**config.mk**
```make
export PLATFORM = sky130hd
export DESIGN_NAME = input_memory_node
export DESIGN_NICKNAME = d
export VERILOG_FILES = /design/src/rtl/obi_pkg.sv /design/src/rtl/strela_pkg.sv /design/src/rtl/fifo_v3.sv /design/src/rtl/input_memory_node.sv
export SDC_FILE = /design/constraint.sdc
export NUM_CORES = 1
export LEC_CHECK = 0
export CAP_MARGIN = 10
export CORE_ASPECT_RATIO = 0.8
export CORE_MARGIN = 5
export CORE_UTILIZATION = 55
export CTS_CLUSTER_DIAMETER = 30
export DETAILED_ROUTE_END_ITERATION = 6
export MAX_ROUTING_LAYER = met4
export PLACE_DENSITY = 0.8
export SYNTH_ARGS = -nofsm -noshare
export SYNTH_HDL_FRONTEND = slang
export SYNTH_SLANG_ARGS = --single-unit
```
**constraint.sdc**
```tcl
create_clock -name clk_i -period 7.8 [get_ports clk_i]
set_input_delay 1.17 -clock clk_i [delete_from_list [all_inputs] [get_ports clk_i]]
set_output_delay 1.17 -clock clk_i [all_outputs]
set_load 0.02 [all_outputs]
```
**src/rtl/obi_pkg.sv**
```systemverilog
// OBI bus request/response types shared by all bus masters.
package obi_pkg;

    typedef struct packed {
        logic        req;
        logic        we;
        logic [3:0]  be;
        logic [31:0] addr;
        logic [31:0] wdata;
    } obi_req_t;

    typedef struct packed {
        logic        gnt;
        logic        rvalid;
        logic [31:0] rdata;
    } obi_resp_t;

endpackage

```
**src/rtl/strela_pkg.sv**
```systemverilog
// Shared STRELA types: input memory node FSM states and the fixed word stride.
package strela_pkg;

    typedef enum logic [1:0] {
        S_IDLE  = 2'd0,
        S_MREQ  = 2'd1,
        S_DRAIN = 2'd2,
        S_DONE  = 2'd3
    } imn_state_e;

    localparam logic [15:0] WORD_STRIDE = 16'd4;

endpackage

```
**src/rtl/fifo_v3.sv**
```systemverilog
// Generic synchronous FIFO with flush and occupancy count; DEPTH must be a power of two.
// Latency: push to head in one cycle (zero with FALL_THROUGH); push dropped when full, pop ignored when empty.
module fifo_v3 #(
    parameter bit          FALL_THROUGH = 1'b0,
    parameter int unsigned DATA_WIDTH   = 32,
    parameter int unsigned DEPTH        = 8,
    parameter int unsigned ADDR_DEPTH   = (DEPTH > 1) ? $clog2(DEPTH) : 1
) (
    input  logic                  clk_i,
    input  logic                  rst_ni,
    input  logic                  flush_i,
    input  logic                  testmode_i,
    output logic                  full_o,
    output logic                  empty_o,
    output logic [ADDR_DEPTH-1:0] usage_o,
    input  logic [DATA_WIDTH-1:0] data_i,
    input  logic                  push_i,
    output logic [DATA_WIDTH-1:0] data_o,
    input  logic                  pop_i
);
    localparam logic [ADDR_DEPTH-1:0] PTR_ONE = ADDR_DEPTH'(1);
    localparam logic [ADDR_DEPTH:0]   CNT_ONE = (ADDR_DEPTH + 1)'(1);

    logic [ADDR_DEPTH-1:0] rd_ptr_q, rd_ptr_d;
    logic [ADDR_DEPTH-1:0] wr_ptr_q, wr_ptr_d;
    logic [ADDR_DEPTH:0]   cnt_q, cnt_d;
    logic [DATA_WIDTH-1:0] mem_q [DEPTH];
    logic                  push_ok, pop_ok, bypass;
    logic                  unused_testmode;

    assign unused_testmode = testmode_i;

    // In fall-through mode an empty FIFO presents the incoming word directly.
    assign bypass  = FALL_THROUGH && (cnt_q == '0) && push_i;
    assign full_o  = (cnt_q == (ADDR_DEPTH + 1)'(DEPTH));
    assign empty_o = (cnt_q == '0) && !bypass;
    assign usage_o = cnt_q[ADDR_DEPTH-1:0];
    assign data_o  = bypass ? data_i : mem_q[rd_ptr_q];
    assign pop_ok  = pop_i && (cnt_q != '0);
    assign push_ok = push_i && !full_o && !(bypass && pop_i);

    always_comb begin
        rd_ptr_d = rd_ptr_q;
        wr_ptr_d = wr_ptr_q;
        cnt_d    = cnt_q;
        if (push_ok) begin
            wr_ptr_d = wr_ptr_q + PTR_ONE;
        end
        if (pop_ok) begin
            rd_ptr_d = rd_ptr_q + PTR_ONE;
        end
        if (push_ok && !pop_ok) begin
            cnt_d = cnt_q + CNT_ONE;
        end else if (!push_ok && pop_ok) begin
            cnt_d = cnt_q - CNT_ONE;
        end
        if (flush_i) begin
            rd_ptr_d = '0;
            wr_ptr_d = '0;
            cnt_d    = '0;
        end
    end

    always_ff @(posedge clk_i or negedge rst_ni) begin
        if (!rst_ni) begin
            rd_ptr_q <= '0;
            wr_ptr_q <= '0;
            cnt_q    <= '0;
        end else begin
            rd_ptr_q <= rd_ptr_d;
            wr_ptr_q <= wr_ptr_d;
            cnt_q    <= cnt_d;
        end
    end

    always_ff @(posedge clk_i) begin
        if (push_ok && !flush_i) begin
            mem_q[wr_ptr_q] <= data_i;
        end
    end

endmodule

```
**src/rtl/input_memory_node.sv**
```systemverilog
// Streams imn_size_i bytes from imn_addr_i over OBI into a FIFO feeding the CGRA; STRELA_IMN_STRIDE_EN adds a byte stride.
// Latency: first request 1 cycle after exec_i, data 1 cycle after rvalid; requests stall when in-flight + buffered reaches FIFO_DEPTH.
module input_memory_node
    import strela_pkg::*;
    import obi_pkg::*;
#(
    parameter int unsigned FIFO_DEPTH = 8
) (
    input  logic        clk_i,
    input  logic        rst_ni,
    input  logic        clr_i,
    output obi_req_t    masters_req_o,
    input  obi_resp_t   masters_resp_i,
    input  logic [31:0] imn_addr_i,
    input  logic [15:0] imn_size_i,
`ifdef STRELA_IMN_STRIDE_EN
    input  logic [15:0] imn_stride_i,
`endif
    input  logic        exec_i,
    output logic        done_o,
    output logic [31:0] dout_o,
    output logic        dout_v_o,
    input  logic        dout_r_i
);
    localparam int unsigned CNT_W = $clog2(FIFO_DEPTH + 1);
    localparam int unsigned PTR_W = $clog2(FIFO_DEPTH);
    localparam int unsigned SUM_W = CNT_W + 2;
    localparam logic [CNT_W-1:0] CNT_ONE = CNT_W'(1);

    imn_state_e       state_q, state_d;
    logic [15:0]      addr_offset_q, addr_offset_d;
    logic [CNT_W-1:0] outstanding_q, outstanding_d;
    logic [CNT_W-1:0] drop_q, drop_d;
    logic [CNT_W-1:0] fifo_cnt;
    logic [PTR_W-1:0] fifo_usage;
    logic [SUM_W-1:0] inflight;
    logic [15:0]      stride;
    logic             fifo_full, fifo_empty, fifo_push, fifo_pop;
    logic             credit, req, gnt_fire, rv_live, rv_drop, last_grant;

`ifdef STRELA_IMN_STRIDE_EN
    logic [15:0] words_q, words_d;
    logic [16:0] words_total;

    // With an arbitrary stride the offset no longer tracks bytes read, so count words instead.
    assign stride      = imn_stride_i;
    assign words_total = ({1'b0, imn_size_i} + 17'd3) >> 2;
    assign last_grant  = ({1'b0, words_q} + 17'd1) >= words_total;
`else
    assign stride      = WORD_STRIDE;
    assign last_grant  = ({1'b0, addr_offset_q} + {1'b0, WORD_STRIDE}) >= {1'b0, imn_size_i};
`endif

    // The FIFO reports usage modulo its depth, so a full FIFO must be counted explicitly.
    assign fifo_cnt = fifo_full ? CNT_W'(FIFO_DEPTH) : CNT_W'(fifo_usage);
    // Reads abandoned by a clear still return data, so they keep holding a slot.
    assign inflight = SUM_W'(outstanding_q) + SUM_W'(drop_q) + SUM_W'(fifo_cnt);
    assign credit   = inflight < SUM_W'(FIFO_DEPTH);

    assign req       = (state_q == S_MREQ) && credit && !clr_i;
    assign gnt_fire  = req && masters_resp_i.gnt;
    assign rv_drop   = masters_resp_i.rvalid && (drop_q != '0);
    assign rv_live   = masters_resp_i.rvalid && (drop_q == '0) && (outstanding_q != '0);
    assign fifo_push = rv_live && !clr_i;
    assign fifo_pop  = dout_v_o && dout_r_i;

    assign done_o   = (state_q == S_DONE);
    assign dout_v_o = !fifo_empty;

    always_comb begin
        masters_req_o       = '0;
        masters_req_o.req   = req;
        masters_req_o.we    = 1'b0;
        masters_req_o.be    = 4'b1111;
        masters_req_o.wdata = '0;
        masters_req_o.addr  = imn_addr_i + {16'h0, addr_offset_q};
    end

    always_comb begin
        outstanding_d = outstanding_q;
        drop_d        = drop_q;
        if (gnt_fire && !rv_live) begin
            outstanding_d = outstanding_q + CNT_ONE;
        end else if (!gnt_fire && rv_live) begin
            outstanding_d = outstanding_q - CNT_ONE;
        end
        if (rv_drop) begin
            drop_d = drop_q - CNT_ONE;
        end
        if (clr_i) begin
            drop_d        = drop_d + outstanding_q - (rv_live ? CNT_ONE : '0);
            outstanding_d = '0;
        end
    end

    always_comb begin
        state_d       = state_q;
        addr_offset_d = addr_offset_q;
`ifdef STRELA_IMN_STRIDE_EN
        words_d       = words_q;
`endif
        case (state_q)
            S_IDLE: begin
                if (exec_i) begin
                    addr_offset_d = '0;
`ifdef STRELA_IMN_STRIDE_EN
                    words_d       = '0;
`endif
                    state_d       = (imn_size_i == '0) ? S_DONE : S_MREQ;
                end
            end
            S_MREQ: begin
                if (gnt_fire) begin
                    addr_offset_d = addr_offset_q + stride;
`ifdef STRELA_IMN_STRIDE_EN
                    words_d       = words_q + 16'd1;
`endif
                    if (last_grant) begin
                        state_d = S_DRAIN;
                    end
                end
            end
            S_DRAIN: begin
                if ((outstanding_q == '0) && fifo_empty) begin
                    state_d = S_DONE;
                end
            end
            S_DONE:  state_d = S_DONE;
            default: state_d = S_IDLE;
        endcase
        if (clr_i) begin
            state_d       = S_IDLE;
            addr_offset_d = '0;
`ifdef STRELA_IMN_STRIDE_EN
            words_d       = '0;
`endif
        end
    end

    always_ff @(posedge clk_i or negedge rst_ni) begin
        if (!rst_ni) begin
            state_q       <= S_IDLE;
            addr_offset_q <= '0;
            outstanding_q <= '0;
            drop_q        <= '0;
        end else begin
            state_q       <= state_d;
            addr_offset_q <= addr_offset_d;
            outstanding_q <= outstanding_d;
            drop_q        <= drop_d;
        end
    end

`ifdef STRELA_IMN_STRIDE_EN
    always_ff @(posedge clk_i or negedge rst_ni) begin
        if (!rst_ni) begin
            words_q <= '0;
        end else begin
            words_q <= words_d;
        end
    end
`endif

    fifo_v3 #(
        .FALL_THROUGH (1'b0),
        .DATA_WIDTH   (32),
        .DEPTH        (FIFO_DEPTH)
    ) u_fifo (
        .clk_i      (clk_i),
        .rst_ni     (rst_ni),
        .flush_i    (clr_i),
        .testmode_i (1'b0),
        .full_o     (fifo_full),
        .empty_o    (fifo_empty),
        .usage_o    (fifo_usage),
        .data_i     (masters_resp_i.rdata),
        .push_i     (fifo_push),
        .data_o     (dout_o),
        .pop_i      (fifo_pop)
    );

endmodule

```
==> results of run 1 <==
==> per-layer routing <==
layer | wire length, µm | GRT usage
met5 | 0 | -
met4 | 504 | 0.0525
met3 | 1750 | 0.0420
met2 | 14800 | 0.358
met1 | 12500 | 0.301
==> critical path: cells and delay by family <==
kind            cells  cell delay (ns)
compound gates      3             1.07
xor+xnor            1             0.18
fa+ha+maj           1             0.31
buf+inv             2             1.05
simple gates        2             0.37
==> synth_stat cells, types with 3 or more instances <==
cell,count
mux4_2,64
o21ai_1,5
fa_1,6
a22o_1,5
buf_1,6
nand3_1,18
mux2i_1,6
nor2_1,45
a21oi_1,26
a211oi_1,4
and2_1,5
buf_4,41
inv_1,36
and3_1,7
buf_2,7
xnor2_1,35
o21a_1,3
dfrtp_1,34
clkbuf_1,18
or2_2,3
nor4_1,11
a21o_1,9
nand4_1,9
xor2_1,20
ha_1,45
nand2_1,31
o21ai_0,15
nor3_1,5
nor2b_1,4
mux2_2,32
edfxtp_1,256
==> final cells by class <==
class                      instances  share of cell area
tap                              318              0.0240
antenna                            1            0.000151
inverter                          36             0.00814
clock inverter                    32              0.0197
sequential                       290               0.515
multi-input combinational        488               0.279
timing repair buffer             161              0.0953
clock buffer                      40              0.0590
==> power groups by stage <==
stage | logic, mW | clock network (mW) | registers (mW)
floorplan | 0.848 | 0 | 1.80
global placement | 1.11 | 0 | 1.85
detailed placement | 1.13 | 0 | 1.85
CTS | 1.15 | 1.77 | 1.82
global route | 1.25 | 1.85 | 1.83
finish | 1.14 | 1.74 | 1.82
==> registers in the layout, indices dropped and copies added (netlist names) <==
name / count
u_fifo.rd_ptr_q: 3
u_fifo.cnt_q: 4
u_fifo.wr_ptr_q: 3
addr_offset_q: 14
drop_q: 4
outstanding_q: 4
u_fifo.mem_q: 256
state_q: 2
==> metrics by stage <==
step	setup WS, ns	instances	power [mW]
floorplan	1.87	886	2.65
global placement	2.55	1293	2.96
detailed placement	2.44	1293	2.99
CTS	2.43	1365	4.74
global route	2.23	1366	4.93
finish	2.47	1366	4.70
==> placed cells by master (no fill, tap or decap), types with 11 or more instances in the layout <==
cell and instances:
conb_1 37, dfrtp_1 32, mux4_2 64, o21ai_0 15
clkbuf_16 39, clkdlybuf4s50_1 149, edfxtp_1 256, nand3_1 18
xor2_1 20, xnor2_1 35, clkinvlp_4 11, mux2_2 32
ha_1 45, a21oi_1 26, buf_4 12, nand2_1 31
nor2_1 43, inv_1 36
==> cell families after synthesis <==
group,Yosys count
AOI/OAI and AO/OA,87
xor gates and xnor gates,55
adders and majority gates,51
buffers and inverters,108
DFF,290
muxes,103
other,2
and+or+nand+nor,155
==> path summary, 6_finish.rpt <==
| path | to |
|---|---|
| min | addr_offset_q[14] |
| max reg2reg | outstanding_q[3] |
| min reg2reg | addr_offset_q[14] |
| max in group asynchronous | u_fifo.rd_ptr_q[0] |
| max | masters_req_o[56] |
| min in group asynchronous | addr_offset_q[13] |
==> results by group, run 1 <==
Outcome
  • Outcome: complete, no violations

Die
  • CORE AREA: 24300 µm²
  • Die height: 150 µm
  • Initial core utilization: 0.557
  • # IOs: 191
  • Die W: 185 µm
  • Placement Rows: 51
  • Die Area: 27900 µm²

Power and ir drop
  • Leak pwr: 5.91 nW
  • PD cells: 283 nW/µm²
  • Int Power: 3.33 mW
  • P_sw: 1.37 mW
  • Comb pwr share: 0.242
  • Clock share of power: 0.371
  • Max VDD drop: 233 µV
  • Switching Share: 0.291
  • Sequential Power Share: 0.388

Synth
  • Leading area contributor after synthesis: edfxtp_1
  • Top cells by area, synth: edfxtp_1, mux4_2, dfrtp_1, ha_1, mux2_2
  • Dominant synthesized flop cell: edfxtp_1
  • Post-synthesis adder-cell area fraction: 0.0504
  • Largest family of logic cells by synthesized area: multiplexers
  • EDFF count, synth: 256
  • Synth cell types: 63
  • Post-synthesis mux area share: 0.139
  • Syn_area_per_cell: 15.9 µm²
  • Synth top area share: 0.568
  • Cell count after synthesis: 851
  • Synth async-reset ratio: 0.117
  • Ys Warns: 0
  • Post-Synth Simple-Gate Area: 0.0591
  • Post-synthesis xor/xnor area fraction: 0.0356
  • Mapped Area: 13500 µm²
  • #FFs+latches synth: 290
  • Synth Area in Compound Gates: 0.0433
  • Seq/Total Area, Yosys: 0.630

Route
  • DRC: 0
  • Initial DRC count: 605
  • Final antenna-violating net count: 0
  • Total routed wirelength: 29600 µm
  • Via density: 5.72
  • Via count: 7808
  • Routed WL per cell: 21.6 µm
  • Drt first pass iters: 5

Layout
  • Post-layout instance area: 16600 µm²
  • Nets: 1154
  • Filler cells: 1588
  • Share of layout cells above drive strength 1: 0.191
  • Multi-input gate area: 4620 µm²
  • Synthesis-to-layout area growth: 22.5%
  • Final core occ: 0.682
  • Seq. cell area: 8540 µm²

STA
  • Hold Vio Cnt, Final: 0
  • Slew Limit Fails: 0
  • Tightest Pin Transition: 0.986 ns
  • Crit path time final: 5.33 ns
  • Highest clock rate: 188 MHz
  • Tcrit/Tclk final: 0.684
  • Slew HR: 0.343
  • RSZ-0062 raised after global routing: false
  • Setup TNS: 0 ns
  • Max Clock Skew: 0.0146 ns
  • Hold_ws: 0.572 ns
  • Final Setup Violations: 0

Flow run
  • Max-cap violations: 0

Setup path
  • Launch point of the worst path: imn_addr_i[3]
  • Reg2reg path depth: 13
  • Startpoint types: input pin
  • Critical path data arrival time: 4.16 ns
  • CP cell instances: clkdlybuf4s50_1 > ha_1 > a21oi_1 > nand3b_1 > a21boi_1 > a31o_2 > nand3_1 > xnor2_1 > clkdlybuf4s50_1
  • R2R Setup Slk: 2.99 ns
  • CP max-delay cell: clkdlybuf4s50_1
  • Reg2reg start: u_fifo.cnt_q[0]
  • Path type of the worst setup path: in2out
  • CP dominant cell by count: clkdlybuf4s50_1
  • Critical path endpoint category: output pin
  • Slowest stage delay, CP: 0.64 ns
  • Critical Path RT: 6.63 ns
  • Critical Path Fanout Max: 16

Placed design
  • Dpl cell area: 15300 µm²
  • GPL Wtd Cong: 0.879
  • Port Buf Inserts: 149
  • Dpl hpwl: 17200 µm

Global route
  • Grt ovf: 0
  • Initial antenna violation count: 1
  • Largest net degree at the start of global routing: 67
  • First-pass GRT wire length: 45900 µm
  • Vias in the first global route: 7974
  • Total track usage: 0.223

Clocking
  • Post-CTS Hold Fix Bufs: 0
  • Worst-path clk slew: 0.06 ns
  • Cts repair resizes: 0
  • CTS Buf Count: 39
  • CTS sink count: 290
  • TritonCTS clock tree: done
  • Htree depth: 2
  • Clock insertion delay at the later pin of the skew report: 0.53 ns
  • Worst-case clock buffer depth: 3
  • Clock tree root buffer cell: clkbuf_16
  • # Post-CTS Setup Buffers: 0

Hold path
  • HP Class: reg2reg
  • Hold path start: addr_offset_q[14]
  • Hold path depth: 1
Note: power is estimated with default switching activity, not from simulation.
==> run 2: changes to the inputs <==
CORE_UTILIZATION = 50   (was 55)
PLACE_DENSITY = 0.77   (was 0.8)
clock period = 4.9 ns   (was 7.8 ns; I/O delays follow)
==> results by group, run 2 (synthesis results as in run 1) <==
Outcome
  • Outcome: complete, no violations

Hold path
  • Hold path depth: 1 (unchanged)
  • Hold path start: addr_offset_q[14]
  • HP Class: reg2reg
  • Hold Crit Endpoint: addr_offset_q[14]

Setup path
  • Reg2reg path depth: 13 (unchanged)
  • Critical path data arrival time: 4.03 ns (-0.13 ns)
  • R2R Path End: outstanding_q[3]
  • Critical path endpoint category: output pin
  • Critical Path Fanout Max: 5 (-11)
  • Reg2reg start: u_fifo.cnt_q[1]
  • R2R Setup Slk: 0.47 ns (-2.52 ns)
  • Startpoint types: register
  • Path type of the worst setup path: reg2out
  • Critical Path RT: 4.16 ns (-2.47 ns)

Global route
  • Largest net degree at the start of global routing: 58 (-13%)
  • Vias in the first global route: 8155 (+2.3%)
  • Grt ovf: 0 (unchanged)
  • Total track usage: 0.197 (-0.0261)
  • Initial antenna violation count: 0 (-1)
  • First-pass GRT wire length: 46000 µm (+0.21%)

Layout
  • Share of layout cells above drive strength 1: 0.196 (+0.00502)
  • Synthesis-to-layout area growth: 25.6%
  • Commonest non-fill, non-tap cell in the layout: edfxtp_1
  • Largest registers: u_fifo.mem_q (256), addr_offset_q (14)
  • Most frequent cells in the layout: edfxtp_1, clkdlybuf4s50_1, mux4_2
  • Nets: 1165 (+0.95%)
  • Final core occ: 0.643 (-0.0397)
  • Max reg flops: 256 (unchanged)
  • Largest Register: u_fifo.mem_q
  • Ant. Diodes: 0 (-1)

Clocking
  • CTS Buf Count: 44 (+13%)
  • Htree depth: 2 (unchanged)
  • Clock insertion delay at the later pin of the skew report: 0.53 ns (about the same)
  • Cts repair resizes: 0 (unchanged)
  • Worst-case clock buffer depth: 3 (unchanged)
  • Post-CTS Hold Fix Bufs: 0 (unchanged)
  • Clock tree root buffer cell: clkbuf_16
  • Worst-path clk slew: 0.05 ns (about the same)
  • CTS sink count: 290 (unchanged)
  • # Post-CTS Setup Buffers: 0 (unchanged)
  • TritonCTS clock tree: done

STA
  • Setup TNS: 0 ns (unchanged)
  • Final Setup Violations: 0 (unchanged)
  • RSZ-0062 raised after global routing: false
  • Slew HR: 0.324 (-0.0183)
  • Slew Limit Fails: 0 (unchanged)
  • Final WS setup: 0.140 ns (-2.33 ns)
  • Tcrit/Tclk final: 0.971
  • Hold_ws: 0.554 ns (-0.0180 ns)
  • Crit path time final: 4.76 ns
  • Hold Vio Cnt, Final: 0 (unchanged)
  • Highest clock rate: 210 MHz
  • Tightest Pin Transition: 1.01 ns (+0.0274 ns)
  • Max Clock Skew: 0.0199 ns (+0.00528 ns)

Power and ir drop
  • Power Total: 8.06 mW (+71%)
  • PD cells: 474 nW/µm² (+67%)
  • P_sw: 2.16 mW (+58%)
  • Sequential Power Share: 0.362 (-0.026)
  • Int Power: 5.90 mW (+77%)
  • Leak pwr: 6.10 nW (+3.2%)
  • Clock share of power: 0.412 (+0.041)
  • Max VDD drop: 307 µV (+32%)
  • Comb pwr share: 0.225 (-0.017)
  • Switching Share: 0.268 (-0.0233)

Route
  • DRC: 0 (unchanged)
  • Initial DRC count: 556 (-8.1%)
  • Total routed wirelength: 29500 µm (-0.17%)
  • Routed WL per cell: 20.8 µm (-3.8%)
  • Final antenna-violating net count: 0 (unchanged)
  • Drt first pass iters: 5 (unchanged)
  • Via density: 5.58 (-2.4%)
  • Via count: 7911 (+1.3%)

Die
  • Initial core utilization: 0.512 (-0.0452)
  • Placement Rows: 53 (+3.9%)
  • Die height: 157 µm (+4.6%)
  • Die W: 194 µm (+4.6%)
  • CORE AREA: 26500 µm² (+8.8%)
  • # IOs: 191 (unchanged)
  • Die Area: 30500 µm² (+9.4%)

Placed design
  • Post-place setup slack: 0.446 ns (-2.00 ns)
  • Dpl hpwl: 17900 µm (+3.8%)
  • GPL Wtd Cong: 0.850 (-3.3%)
  • Port Buf Inserts: 149 (unchanged)

Flow run
  • Max-cap violations: 0 (unchanged)
[run 2: power groups by stage]
stage | Sequential, mW | Clock (mW) | Combinational, mW
after detailed placement | 2.97 | 0 | 1.82
final | 2.92 | 3.32 | 1.82
after global routing | 2.94 | 3.50 | 1.99
after floorplan | 2.87 | 0 | 1.35
after global placement | 2.97 | 0 | 1.79
after CTS | 2.92 | 3.37 | 1.84
[run 2: how the worst max path moves through the flow]
stage,startpoint,end,depth (start not counted)
final,u_fifo.cnt_q[1],masters_req_o[69],6
after global routing,u_fifo.cnt_q[0],masters_req_o[69],6
after CTS,u_fifo.cnt_q[1],masters_req_o[69],6
after detailed placement,imn_addr_i[3],masters_req_o[61],9
after global placement,imn_addr_i[3],masters_req_o[62],9
after floorplan,masters_resp_i[32],u_fifo.mem_q[2][0],4
[run 2: per-layer routing]
layer / GRT usage / part of all wire
met1: 0.274 / 0.45
met3: 0.0312 / 0.051
met4: 0.0422 / 0.014
met2: 0.313 / 0.49
met5: - / 0
[run 2: layout make-up]
class | count | area (µm²)
fill | 1811 | 9450
clock buffer | 52 | 1170
multi-input combinational | 488 | 4640
timing repair buffer | 167 | 1650
inverter | 36 | 135
clock inverter | 28 | 412
tap | 357 | 447
sequential | 290 | 8540
[run 2: metrics by stage]
| stage | instance area (µm²) | std cells |
|---|---|---|
| after floorplan | 13700 | 886 |
| after global placement | 15400 | 1338 |
| after detailed placement | 15400 | 1338 |
| after CTS | 17000 | 1418 |
| after global routing | 17000 | 1418 |
| final | 17000 | 1418 |
[run 2: worst max-delay path: stages, from the launching register on]
cell             delay [ns]
dfrtp_1                0.44
nor4b_2                0.66
fa_1                   0.54
ha_1                   0.30
or4b_4                 0.56
a2111oi_4              0.29
clkdlybuf4s50_1        0.72
==> run 3: changes to the inputs <==
CORE_MARGIN = 2   (was 5)
GPL_TIMING_DRIVEN = 0   (was default)
==> results by group, run 3 (synthesis results as in run 1) <==
Outcome
  • Outcome: complete, no violations

Global route
  • Total track usage: 0.217 (+0.0206)
  • First-pass GRT wire length: 45400 µm (-1.2%)
  • Initial antenna violation count: 1 (+1)
  • Vias in the first global route: 8177 (+0.27%)
  • Grt ovf: 0 (unchanged)
  • Largest net degree at the start of global routing: 35 (-40%)

Route
  • Total routed wirelength: 29800 µm (+1.0%)
  • Final antenna-violating net count: 0 (unchanged)
  • DRC: 0 (unchanged)
  • Initial DRC count: 574 (+3.2%)
  • Drt first pass iters: 5 (unchanged)
  • Routed WL per cell: 19.9 µm (-4.1%)
  • Via density: 5.42 (-2.9%)
  • Via count: 8095 (+2.3%)

Flow run
  • Max-cap violations: 0 (unchanged)

Setup path
  • Critical path data arrival time: 3.96 ns (-0.07 ns)
  • Critical path endpoint category: output pin
  • Critical Path Fanout Max: 6 (+1)
  • Path type of the worst setup path: reg2out
  • Critical Path RT: 4.16 ns (about the same)
  • Startpoint types: register

STA
  • Final Setup Violations: 0 (unchanged)
  • Hold Vio Cnt, Final: 0 (unchanged)
  • Slew Limit Fails: 0 (unchanged)
  • Max Clock Skew: 0.0190 ns (-0.000863 ns)
  • Crit path time final: 4.69 ns (-0.0672 ns)
  • Final WS setup: 0.207 ns (+0.0672 ns)
  • Highest clock rate: 213 MHz (+1.4%)
  • RSZ-0062 raised after global routing: false
  • Tcrit/Tclk final: 0.958 (-0.0137)
  • Slew HR: 0.376 (+0.0518)
  • Tightest Pin Transition: 0.933 ns (-0.0802 ns)

Clocking
  • TritonCTS clock tree: done
  • CTS Buf Count: 42 (-4.5%)
  • Worst-path clk slew: 0.05 ns (about the same)
  • Post-CTS Hold Fix Bufs: 0 (unchanged)
  • Worst-case clock buffer depth: 3 (unchanged)
  • Clock insertion delay at the later pin of the skew report: 0.54 ns (about the same)
  • Htree depth: 2 (unchanged)
  • Clock tree root buffer cell: clkbuf_16
  • CTS sink count: 290 (unchanged)
  • # Post-CTS Setup Buffers: 0 (unchanged)

Power and ir drop
  • Clock share of power: 0.386 (-0.026)
  • Max VDD drop: 290 µV (-5.7%)
  • P_sw: 2.22 mW (+2.9%)
  • Switching Share: 0.284 (+0.0163)
  • Comb pwr share: 0.249 (+0.024)
  • Sequential Power Share: 0.365 (+0.003)
  • Leak pwr: 6.36 nW (+4.3%)
  • PD cells: 450 nW/µm² (-5.1%)
  • Int Power: 5.59 mW (-5.2%)

Layout
  • Synthesis-to-layout area growth: 28.3%
  • Filler cells: 1825 (+0.77%)
  • Share of layout cells above drive strength 1: 0.226 (+0.0302)
  • Final core occ: 0.657 (+0.0139)
  • Max reg flops: 256 (unchanged)
  • Nets: 1241 (+6.5%)
  • Largest registers: u_fifo.mem_q (256), addr_offset_q (14)
  • Seq. cell area: 8540 µm² (about the same)
  • Largest Register: u_fifo.mem_q
  • Most frequent cells in the layout: edfxtp_1, clkdlybuf4s50_1, mux4_2
  • Commonest non-fill, non-tap cell in the layout: edfxtp_1
  • Multi-input gate area: 4650 µm² (+0.27%)

Die
  • Die height: 151 µm (-3.8%)
  • # IOs: 191 (unchanged)
  • CORE AREA: 26500 µm² (unchanged)
  • Initial core utilization: 0.512 (unchanged)
  • Die Area: 28400 µm² (-6.8%)
  • Die W: 188 µm (-3.1%)
  • Placement Rows: 53 (unchanged)

Hold path
  • HP Class: in2async

Placed design
  • GPL Wtd Cong: 0.856 (+0.67%)
  • Port Buf Inserts: 151 (+1.3%)
  • Dpl hpwl: 20000 µm (+12%)
  • Post-place setup slack: 0.161 ns (-0.285 ns)
run 3: cell types whose count changed in the layout (fill, tap and decap cells not counted), sizes merged, moves of 2 or more:
cell | previous run | this run
clkbuf | 52 | 66
inv | 38 | 50
bufinv | 9 | 4
buf | 18 | 77
clkinvlp | 4 | 2
clkinv | 13 | 9
run 3: stage by stage:
stage / setup TNS [ns] / cells / area (µm²) / hold WS (ns) / power, mW
floorplan: -8.70 / 886 / 13700 / 0.439 / 4.22
global placement: -387.38 / 1394 / 15700 / 0.558 / 4.80
detailed placement: 0 / 1416 / 15900 / 0.562 / 4.84
CTS: 0 / 1493 / 17400 / 0.313 / 7.88
global route: 0 / 1494 / 17400 / 0.359 / 8.15
finish: 0 / 1494 / 17400 / 0.297 / 7.82
run 3: layout make-up:
type                       instances  share of cell area
inverter                          36             0.00778
clock inverter                    29              0.0188
tap                              357              0.0257
buffer                            72              0.0249
timing repair buffer             173               0.100
sequential                       290               0.491
antenna                            1            0.000144
clock buffer                      48              0.0630
multi-input combinational        488               0.268
run 3: what timing repair did:
| action | CTS | global route |
|---|---|---|
| endpoints found under the hold margin | 0 | 0 |
| endpoints found under the setup margin | 1 | 9 |
| resized for setup | 1 | 1 |
run 3: critical path, stage by stage (launching register included):
cell and delay (ns):
dfrtp_1 0.49, nor4b_4 0.52, fa_1 0.50, ha_1 0.30, or4b_4 0.56, a2111oi_4 0.27
buf_4 0.18, clkdlybuf4s50_1 0.60
run 3: per-layer routing:
metal / track usage / share of wire
met2: 0.345 / 0.49
met1: 0.286 / 0.43
met3: 0.0408 / 0.060
met5: - / 0
met4: 0.0740 / 0.026
run 3: power groups by stage:
stage / clock [mW] / combinational [mW] / sequential, mW
floorplan: 0 / 1.35 / 2.87
CTS: 3.06 / 1.97 / 2.85
detailed placement: 0 / 1.94 / 2.90
finish: 3.02 / 1.95 / 2.85
global route: 3.17 / 2.12 / 2.86
global placement: 0 / 1.91 / 2.89
run 3: path summary, 6_finish.rpt:
path                             startpoint                 to  slack (ns)  cells after the start
setup / recovery            u_fifo.cnt_q[0]  masters_req_o[69]        0.21                      7
hold / removal                       rst_ni   addr_offset_q[6]        0.30                      1
setup reg to reg            u_fifo.cnt_q[0]   outstanding_q[3]        0.51                     14
hold reg to reg            addr_offset_q[6]   addr_offset_q[6]        0.58                      1
max in group asynchronous            rst_ni   outstanding_q[3]        4.07                      1
min in group clk_i         addr_offset_q[6]   addr_offset_q[6]        0.58                      1
